`src/rtl/ser_tx_nb_pkg.sv`:
```
`default_nettype none
// ============================================================================
// Module      : ser_tx_nb_pkg
// Description : Shared constants for the ser_tx_nb serialiser: FSM state
//               codes and universal shift register select codes.
// Revision    : 1.0 - initial release
// ============================================================================
package ser_tx_nb_pkg;

    typedef logic [1:0] state_t;
    typedef logic [1:0] sel_t;

    // FSM state encoding
    localparam state_t c_st_idle  = 2'b00;
    localparam state_t c_st_shift = 2'b01;
    localparam state_t c_st_done  = 2'b10;

    // Universal shift register select codes
    localparam sel_t c_sel_hold = 2'b00;
    localparam sel_t c_sel_load = 2'b01;
    localparam sel_t c_sel_shl  = 2'b10;
    localparam sel_t c_sel_shr  = 2'b11;

endpackage : ser_tx_nb_pkg
`default_nettype wire

```
`src/rtl/ser_tx_nb_if.sv`:
```
`default_nettype none
// ============================================================================
// Module      : ser_tx_nb_if
// Description : Word handshake and serial output bundle of ser_tx_nb.
//               master = word source / serial sink, slave = the serialiser.
// Revision    : 1.0 - initial release
// ============================================================================
interface ser_tx_nb_if #(
    parameter int n = 8
);
    logic [n-1:0] data_in;
    logic         valid;
    logic         ready;
    logic         sout;
    logic         sout_vld;
    logic         busy;
    logic         done;

    modport master (
        output data_in, valid,
        input  ready, sout, sout_vld, busy, done
    );

    modport slave (
        input  data_in, valid,
        output ready, sout, sout_vld, busy, done
    );
endinterface : ser_tx_nb_if
`default_nettype wire

```
`src/rtl/ser_tx_nb_usr_nb.sv`:
```
`default_nettype none
// ============================================================================
// Module      : usr_nb
// Description : N-bit universal shift register: hold, parallel load,
//               shift left or shift right with a serial fill bit.
// Revision    : 1.0 - initial release
// ============================================================================
module usr_nb
    import ser_tx_nb_pkg::*;
#(
    parameter int N = 8
) (
    input  wire logic         clk,
    input  wire logic         clr,
    input  wire sel_t         i_sel,
    input  wire logic         i_dbit,
    input  wire logic [N-1:0] i_d,
    output logic      [N-1:0] o_q
);

    logic [N-1:0] r_q;

    // Register update selected by i_sel; async clear empties the register
    always_ff @(posedge clk or posedge clr) begin
        if (clr) begin
            r_q <= '0;
        end else begin
            case (i_sel)
                c_sel_load: r_q <= i_d;
                c_sel_shl:  r_q <= {r_q[N-2:0], i_dbit};
                c_sel_shr:  r_q <= {i_dbit, r_q[N-1:1]};
                default:    r_q <= r_q;
            endcase
        end
    end

    assign o_q = r_q;

endmodule : usr_nb
`default_nettype wire

```
`src/rtl/ser_tx_nb.sv`:
```
`default_nettype none
// ============================================================================
// Module      : ser_tx_nb
// Description : Parallel-to-serial transmitter with valid/ready word intake.
//               Each bit is held for CPB clocks; a one-cycle done pulse
//               closes every frame. Outputs decode registered state only.
// Revision    : 1.0 - initial release
// ============================================================================
module ser_tx_nb
    import ser_tx_nb_pkg::*;
#(
    parameter int n         = 8,
    parameter int CPB       = 1,
    parameter int MSB_FIRST = 1
) (
    input  wire logic   clk,
    input  wire logic   clr,
    ser_tx_nb_if.slave  bus
);

    localparam int c_bw = $clog2(n + 1);
    localparam int c_cw = $clog2(CPB + 1);

    localparam logic [c_bw-1:0] c_last_bit = c_bw'(n - 1);
    localparam logic [c_bw-1:0] c_bit_one  = c_bw'(1);
    localparam logic [c_cw-1:0] c_last_clk = c_cw'(CPB - 1);
    localparam logic [c_cw-1:0] c_clk_one  = c_cw'(1);

    // Shift direction moves the register toward the output end
    localparam sel_t c_sel_out = (MSB_FIRST != 0) ? c_sel_shl : c_sel_shr;

    state_t          r_state;
    logic [c_bw-1:0] r_bit_cnt;
    logic [c_cw-1:0] r_clk_cnt;
    logic [n-1:0]    w_q;
    sel_t            w_sel;
    logic            w_handshake;
    logic            w_bit_end;
    logic            w_last_bit;

    assign w_handshake = (r_state == c_st_idle) && bus.valid;
    assign w_bit_end   = (r_state == c_st_shift) && (r_clk_cnt == c_last_clk);
    assign w_last_bit  = (r_bit_cnt == c_last_bit);

    // Shift register command: load on handshake, shift on interior bit ends.
    // The final bit end moves to DONE without shifting.
    always_comb begin
        w_sel = c_sel_hold;
        if (w_handshake) begin
            w_sel = c_sel_load;
        end else if (w_bit_end && !w_last_bit) begin
            w_sel = c_sel_out;
        end
    end

    // FSM and bit/clock counters
    always_ff @(posedge clk or posedge clr) begin
        if (clr) begin
            r_state   <= c_st_idle;
            r_bit_cnt <= '0;
            r_clk_cnt <= '0;
        end else begin
            case (r_state)
                c_st_idle: begin
                    if (bus.valid) begin
                        r_state   <= c_st_shift;
                        r_bit_cnt <= '0;
                        r_clk_cnt <= '0;
                    end
                end
                c_st_shift: begin
                    if (r_clk_cnt == c_last_clk) begin
                        r_clk_cnt <= '0;
                        if (w_last_bit) begin
                            r_state <= c_st_done;
                        end else begin
                            r_bit_cnt <= r_bit_cnt + c_bit_one;
                        end
                    end else begin
                        r_clk_cnt <= r_clk_cnt + c_clk_one;
                    end
                end
                c_st_done: begin
                    r_state <= c_st_idle;
                end
                default: begin
                    r_state <= c_st_idle;
                end
            endcase
        end
    end

    usr_nb #(
        .N (n)
    ) u_usr (
        .clk    (clk),
        .clr    (clr),
        .i_sel  (w_sel),
        .i_dbit (1'b0),
        .i_d    (bus.data_in),
        .o_q    (w_q)
    );

    // Output decode from registered state and register contents only
    assign bus.ready    = (r_state == c_st_idle);
    assign bus.busy     = (r_state == c_st_shift) || (r_state == c_st_done);
    assign bus.sout_vld = (r_state == c_st_shift);
    assign bus.done     = (r_state == c_st_done);
    assign bus.sout     = (r_state == c_st_shift) &&
                          ((MSB_FIRST != 0) ? w_q[n-1] : w_q[0]);

endmodule : ser_tx_nb
`default_nettype wire

```
`src/flat_wrapper.sv`:
```
// flat-port wrapper written by rule: the top's interface ports become plain ports
module ser_tx_nb_flat import ser_tx_nb_pkg::*;
#(
    parameter int n         = 8,
    parameter int CPB       = 1,
    parameter int MSB_FIRST = 1
)
  (clk, clr, bus_data_in, bus_valid, bus_ready, bus_sout, bus_sout_vld, bus_busy, bus_done);
  ser_tx_nb_if #(.n(n)) bus_i ();
  input  wire logic clk;
  input  wire logic clr;
  input wire logic [$bits(bus_i.data_in)-1:0] bus_data_in;
  input wire logic [$bits(bus_i.valid)-1:0] bus_valid;
  output wire logic [$bits(bus_i.ready)-1:0] bus_ready;
  output wire logic [$bits(bus_i.sout)-1:0] bus_sout;
  output wire logic [$bits(bus_i.sout_vld)-1:0] bus_sout_vld;
  output wire logic [$bits(bus_i.busy)-1:0] bus_busy;
  output wire logic [$bits(bus_i.done)-1:0] bus_done;
  assign bus_i.data_in = bus_data_in;
  assign bus_i.valid = bus_valid;
  assign bus_ready = bus_i.ready;
  assign bus_sout = bus_i.sout;
  assign bus_sout_vld = bus_i.sout_vld;
  assign bus_busy = bus_i.busy;
  assign bus_done = bus_i.done;
  ser_tx_nb #(.n(n), .CPB(CPB), .MSB_FIRST(MSB_FIRST)) u_core (.clk(clk), .clr(clr), .bus(bus_i));
endmodule
```
`config.mk`:
```
export PLATFORM = sky130hd
export DESIGN_NAME = ser_tx_nb_flat
export DESIGN_NICKNAME = d
export VERILOG_FILES = /design/src/rtl/ser_tx_nb_pkg.sv /design/src/rtl/ser_tx_nb_if.sv /design/src/rtl/ser_tx_nb_usr_nb.sv /design/src/rtl/ser_tx_nb.sv /design/src/flat_wrapper.sv
export SDC_FILE = /design/constraint.sdc
export NUM_CORES = 1
export LEC_CHECK = 0
export CORE_MARGIN = 3
export CORE_UTILIZATION = 41
export CTS_CLUSTER_DIAMETER = 50
export DETAILED_ROUTE_END_ITERATION = 7
export PLACE_DENSITY = 0.74
export SLEW_MARGIN = 0
export SYNTH_ARGS = -nofsm -noshare
export SYNTH_HDL_FRONTEND = slang
export SYNTH_HIERARCHICAL = 1
export SYNTH_SLANG_ARGS = --single-unit
```
`constraint.sdc`:
```
create_clock -name clk -period 2.1 [get_ports clk]
set_input_delay 0.525 -clock clk [delete_from_list [all_inputs] [get_ports clk]]
set_output_delay 0.525 -clock clk [all_outputs]
set_load 0.01 [all_outputs]
```
---- After elaboration in Yosys (flattened, before gate mapping) ----
Cells that the tools add are included.
cells by class
  add/sub/neg operators ................... 2
  mux-type cells .......................... 14
  reduce and logical (&&, ||, !) cells .... 12
  bitwise logic cells ..................... 1
  equal/unequal tests ..................... 10
operator list
  kind                   count
  $pmux W8 S3            1
  $mux W4                3
  $mux W2                5
  $pmux W4 S2            1
  $eq A2 B2 Y1 const B   3
  $ne A2 B2 Y1 const B   3
  $add A4 B1 Y4 const B  1
  $eq A2 B1 Y1 const B   2
  $eq A4 B3 Y1 const B   1
  $logic_and A1 B1 Y1    4
  $pmux W2 S2            1
  $reduce_and A4 Y1      1
  $reduce_and A3 Y1      1
  $reduce_bool A3 Y1     1
  $logic_not A2 Y1       1
  $mux W1                2
  $ne A2 B1 Y1 const B   1
  $pmux W1 S2            1
  $reduce_and A2 Y1      1
  $reduce_bool A2 Y1     1
  $add A1 B1 Y1 const B  1
  $logic_not A1 Y1       1
  $logic_or A1 B1 Y1     1
  $not A1 Y1             1
word-level totals
  word-level logic and storage cells ...... 43
  bits of input ports ..................... 11
  output and inout port bits .............. 5
  bits in registers ....................... 15

---- Longest topological paths before layout ----
  depth in word-level cells ............... 7
  mapped depth ............................ 7
  depth with buffers taken out ............ 5

---- Hierarchy ----
The synthesis kept the hierarchy.
modules (own cells, without submodules)
  module     seq. area each (um2)  instances  cells each  area each (um2)
  ser_tx_nb  150.1                 1          42          436.7
  usr_nb     200.2                 1          19          406.6

---- Least setup slack after synthesis ----
Ideal clock, no wire load.
  path type ............................... register -> register
  start ................................... register u_core.r_state[1]
  end ..................................... register u_core.u_usr.r_q[0], in the netlist u_core/u_usr/o_q[0]
  period minus slack after synthesis ...... 1.752 ns
  slack ................................... 0.348 ns
  cell stages (with the launch flop) ...... 8
  arrival time ............................ 1.614 ns
  required time ........................... 1.962 ns
  buffers on the path ..................... 2
  library setup time ...................... 0.138 ns
  cells stage by stage .................... dfrtp_1 -> inv_1 -> ha_1 -> buf_6 -> nand2_1 -> nor2_1 -> buf_6 -> mux4_2
between the ends
  longest elaborated chain between the ends .. 7
  elaborated cells on any way between the ends .. 12
  classes of those cells .................. eq/ne: 4; mux: 3; reduce/logical: 5
RTL lines
  item                                               line                    text
  from (decl)                                        ser_tx_nb.sv:32         state_t r_state;
  from (signal assigned)                             ser_tx_nb.sv:59         r_state <= c_st_idle;
  from (signal assigned)                             ser_tx_nb.sv:66         r_state <= c_st_shift;
  from (signal assigned)                             ser_tx_nb.sv:75         r_state <= c_st_done;
  $eq A2 B1 Y1 *                                     n/a
  named net bus_sout_vld                             flat_wrapper.sv:16      output wire logic [$bits(bus_i.sout_vld)-1:0] bus_sout_vld;
  $logic_and A1 B1 Y1 *                              ser_tx_nb.sv:42         assign w_bit_end = (r_state == c_st_shift) && (r_clk_cnt == c_last_clk);
  $logic_and A1 B1 Y1 *                              ser_tx_nb.sv:51         end else if (w_bit_end && !w_last_bit) begin
  $mux W2 *                                          ser_tx_nb.sv:51
  $mux W2 *                                          ser_tx_nb.sv:49         if (w_handshake) begin
  named net u_core.w_sel[1]                          ser_tx_nb.sv:36         sel_t w_sel;
  $eq A2 B2 Y1 or $eq A2 B1 Y1 (tied branches)       ser_tx_nb_usr_nb.sv:28  case (i_sel)
  $pmux W8 S3 or $reduce_bool A3 Y1 (tied branches)  n/a
  to (signal assigned)                               ser_tx_nb_usr_nb.sv:29  c_sel_load: r_q <= i_d;
  to (signal assigned)                               ser_tx_nb_usr_nb.sv:30  c_sel_shl: r_q <= {r_q[N-2:0], i_dbit};
  to (signal assigned)                               ser_tx_nb_usr_nb.sv:31  c_sel_shr: r_q <= {i_dbit, r_q[N-1:1]};
  to (decl)                                          ser_tx_nb_usr_nb.sv:21  logic [N-1:0] r_q;
The timed path passes the listed nets; every way through them passes the cells marked *.
A chain may end at the register's enable or synchronous reset.

---- Worst setup path in the final report ----
  start ................................... register u_core.r_state[1]
  end ..................................... output port bus_done
between the ends
  longest elaborated chain between the ends .. 1
RTL lines
  item          line                text
  $eq A2 B2 Y1  ser_tx_nb.sv:108    assign bus.done = (r_state == c_st_done);
  to (decl)     flat_wrapper.sv:18  output wire logic [$bits(bus_i.done)-1:0] bus_done;
Every way passes these cells.

==> impl_metrics.json <==
{
  "powerDensity_mw_per_mm2": 1340,
  "grt_pass1_wl_um": 2460,
  "hold_path.class": "primary input to asynchronous set/reset pin",
  "hold_viol_final": 0,
  "skew_ns": 0.00501,
  "die-area_sq_mm": 0.00264,
  "drv_cap": 0,
  "wire_per_inst_um": 13.6,
  "p_leak_nw": 0.491,
  "port_buffers": 15,
  "synth_area_sq_um": 843,
  "grt_usage": 0.128,
  "instances_no_fill": 108,
  "outcome": "finished clean",
  "crit_slowest_cell": "clkdlybuf4s50_1",
  "post-route-min-period_ns": 1.98,
  "p_seq_frac": 0.337,
  "n_fill_cell": 161,
  "avgSynthCellArea_sq_um": 13.8,
  "cp.required_ns": 1.57,
  "grt_pass1_vias": 579,
  "final_max_slew_viol_count": 0,
  "ys_seq_area_frac": 0.415,
  "place_hpwl_um": 1170,
  "final_area_sq_mm": 0.00107,
  "fmax_mhz": 504,
  "syn2layout_area_growth_pct": 27.3,
  "grt_max_degree": 10,
  "vias_per_cell": 5.04,
  "synth_cell_types": 23,
  "dieWidth_um": 51.4,
  "grt_overflow": 0,
  "peakVddDrop_v": 0.000575,
  "worst_setup_path_start_kind": "flop",
  "p_clk_frac": 0.131,
  "critPathBufInv": 2,
  "placed_cells": 102,
  "combinationalPowerShare": 0.531,
  "clk_pin_slew_worst_paths_ns": 0.08,
  "vias": 544,
  "drive_gt1_frac": 0.277,
  "ant_nets": 0,
  "rsz0062_at_grt": "no",
  "routed_wl_um": 1470,
  "ys_ff_latch": 14,
  "worst_setup_path_end_kind": "primary output",
  "fin_tns_setup_ns": 0,
  "root_buffer": "clkbuf_4",
  "io-pin-count": 16,
  "clkSinkCount": 14,
  "crit_type": "flop to primary output",
  "start_util": 0.459,
  "p_switching_w": 0.000476,
  "ctsLongestPathBuffers": 2,
  "cts_hold_buf": 0,
  "core_sq_mm": 0.00184,
  "cts_tree": "done",
  "worstPathCellList": "buf_4, ha_1, clkdlybuf4s50_1",
  "ys_warn_count": 6,
  "die_h_um": 51.4,
  "fin_crit_sh": 0.944,
  "antenna_found_initial": 0,
  "critical_path_arrival_ns": 1.46,
  "crit_family": "buffers and inverters",
  "drt_pre_antenna_iters": 4,
  "placed_area_sq_mm": 0.00102,
  "clk_latency_ns": 0.27,
  "antenna_cells": 0,
  "internal_power_w": 0.000960,
  "place_congestion": 0.749,
  "max_stage_delay_ns": 0.47,
  "ctsHtreeMaxLevel": 1,
  "swShare": 0.332,
  "synth_cells": 61,
  "cp_max_fo": 3,
  "drt_iter0_markers": 5,
  "final_nets": 100,
  "rows": 15,
  "cts_made_buffers": 3,
  "drc": 0,
  "setup_viol": 0
}
## cell type report
| class | count | area, sq um | area share |
|---|---|---|---|
| multi-input combinational | 38 | 439 | 0.409 |
| sequential | 14 | 350 | 0.326 |
| timing repair buffer | 20 | 190 | 0.177 |
| clock buffer | 4 | 36.3 | 0.0338 |
| tap | 25 | 31.3 | 0.0291 |
| inverter | 7 | 26.3 | 0.0245 |
## worst reg2reg max path, delay by kind of cell, from the launching register on
kind / cells / cell delay (ns)
adders and majority gates: 1 / 0.20
buffers and inverters: 3 / 0.46
DFF: 1 / 0.40
and+or+nand+nor: 2 / 0.15
muxes: 1 / 0.52
## through the flow
step	total power (W)	setup slack [ns]	util	hold WS [ns]
final	0.00144	0.117	0.584	0.489
after global routing	0.00155	0.0417	0.584	0.495
after CTS	0.00144	0.0131	0.573	0.487
after detailed placement	0.00125	0.0379	0.553	0.520
after global placement	0.00122	0.0791	0.553	0.511
after floorplan	0.00105	0.348	-	0.316
## power by group through the flow
stage	combinational [W]	clock (W)	sequential, W
4_1_cts	0.000754	0.000202	0.000484
3_5_place_dp	0.000769	0	0.000485
5_1_grt	0.000840	0.000214	0.000493
2_1_floorplan	0.000600	0	0.000451
3_3_place_gp	0.000743	0	0.000481
6_report	0.000763	0.000189	0.000484
## registers in the layout, indices dropped and copies added (netlist names)
register          count
u_core/r_bit_cnt      4
u_core/r_state        2
u_core/u_usr/o_q      8
## cells in the mapped netlist
cell type / instances / area (sq um)
ha_1: 5 / 62.6
mux2i_1: 2 / 20.0
a22oi_1: 1 / 7.51
and2_2: 1 / 7.51
nand2_1: 2 / 7.51
dfrtp_1: 14 / 350
buf_6: 3 / 33.8
conb_1: 1 / 3.75
o41ai_2: 1 / 16.3
o21bai_1: 1 / 7.51
nand3b_1: 1 / 7.51
inv_1: 7 / 26.3
and2_1: 2 / 12.5
mux2_1: 1 / 11.3
nand3_1: 3 / 15.0
o22a_2: 1 / 10.0
mux4_2: 8 / 180
nor2_1: 2 / 7.51
and2b_1: 1 / 7.51
mux2_4: 1 / 15.0
a32o_1: 1 / 10.0
o21bai_4: 1 / 18.8
a21oi_1: 1 / 5.00
## metal layers
metal,track usage,part of all wire,vias up
met3,0.0292,0.026,2
met4,0.0655,0.011,0
li1,-,-,261
met2,0.204,0.51,8
met1,0.161,0.46,273
met5,0,0,-
## cell families after synthesis
family          synth area share
buf+inv                   0.0712
flops                      0.415
mux                        0.269
compound gates            0.0890
simple gates              0.0772
other cells              0.00445
fa+ha+maj                 0.0742
## final timing paths
check | startpoint | end | slack, ns | depth (start not counted)
max | u_core/r_state[1] | bus_done | 0.12 | 3
min | clr | u_core/r_bit_cnt[1] | 0.49 | 2
max reg2reg | u_core/r_state[1] | u_core/u_usr/o_q[3] | 0.24 | 7
min reg2reg | u_core/r_state[1] | u_core/r_state[1] | 0.54 | 1
max in group asynchronous | clr | u_core/u_usr/o_q[1] | 1.35 | 2
min in group clk | u_core/r_state[1] | u_core/r_state[1] | 0.54 | 1
## placed cells by master, fill, tap and decap left out, drive strengths merged
master          n
a21oi           1
nand2           2
mux2i           2
mux2            2
inv             7
and2b           1
buf             5
a32o            1
a22oi           1
dlymetal6s2s    2
o22a            1
dfrtp          14
dlygate4sd2     2
and2            3
clkdlybuf4s50  11
ha              5
o21bai          2
conb            2
mux4            8
nand3b          1
nor2            2
clkbuf          4
nand3           3
o41ai           1
## what timing repair did
action,CTS,global route
setup endpoints to repair,2,2
setup buffers,0,2
resized for setup,3,2
Note: power is estimated with default switching activity, not from simulation.
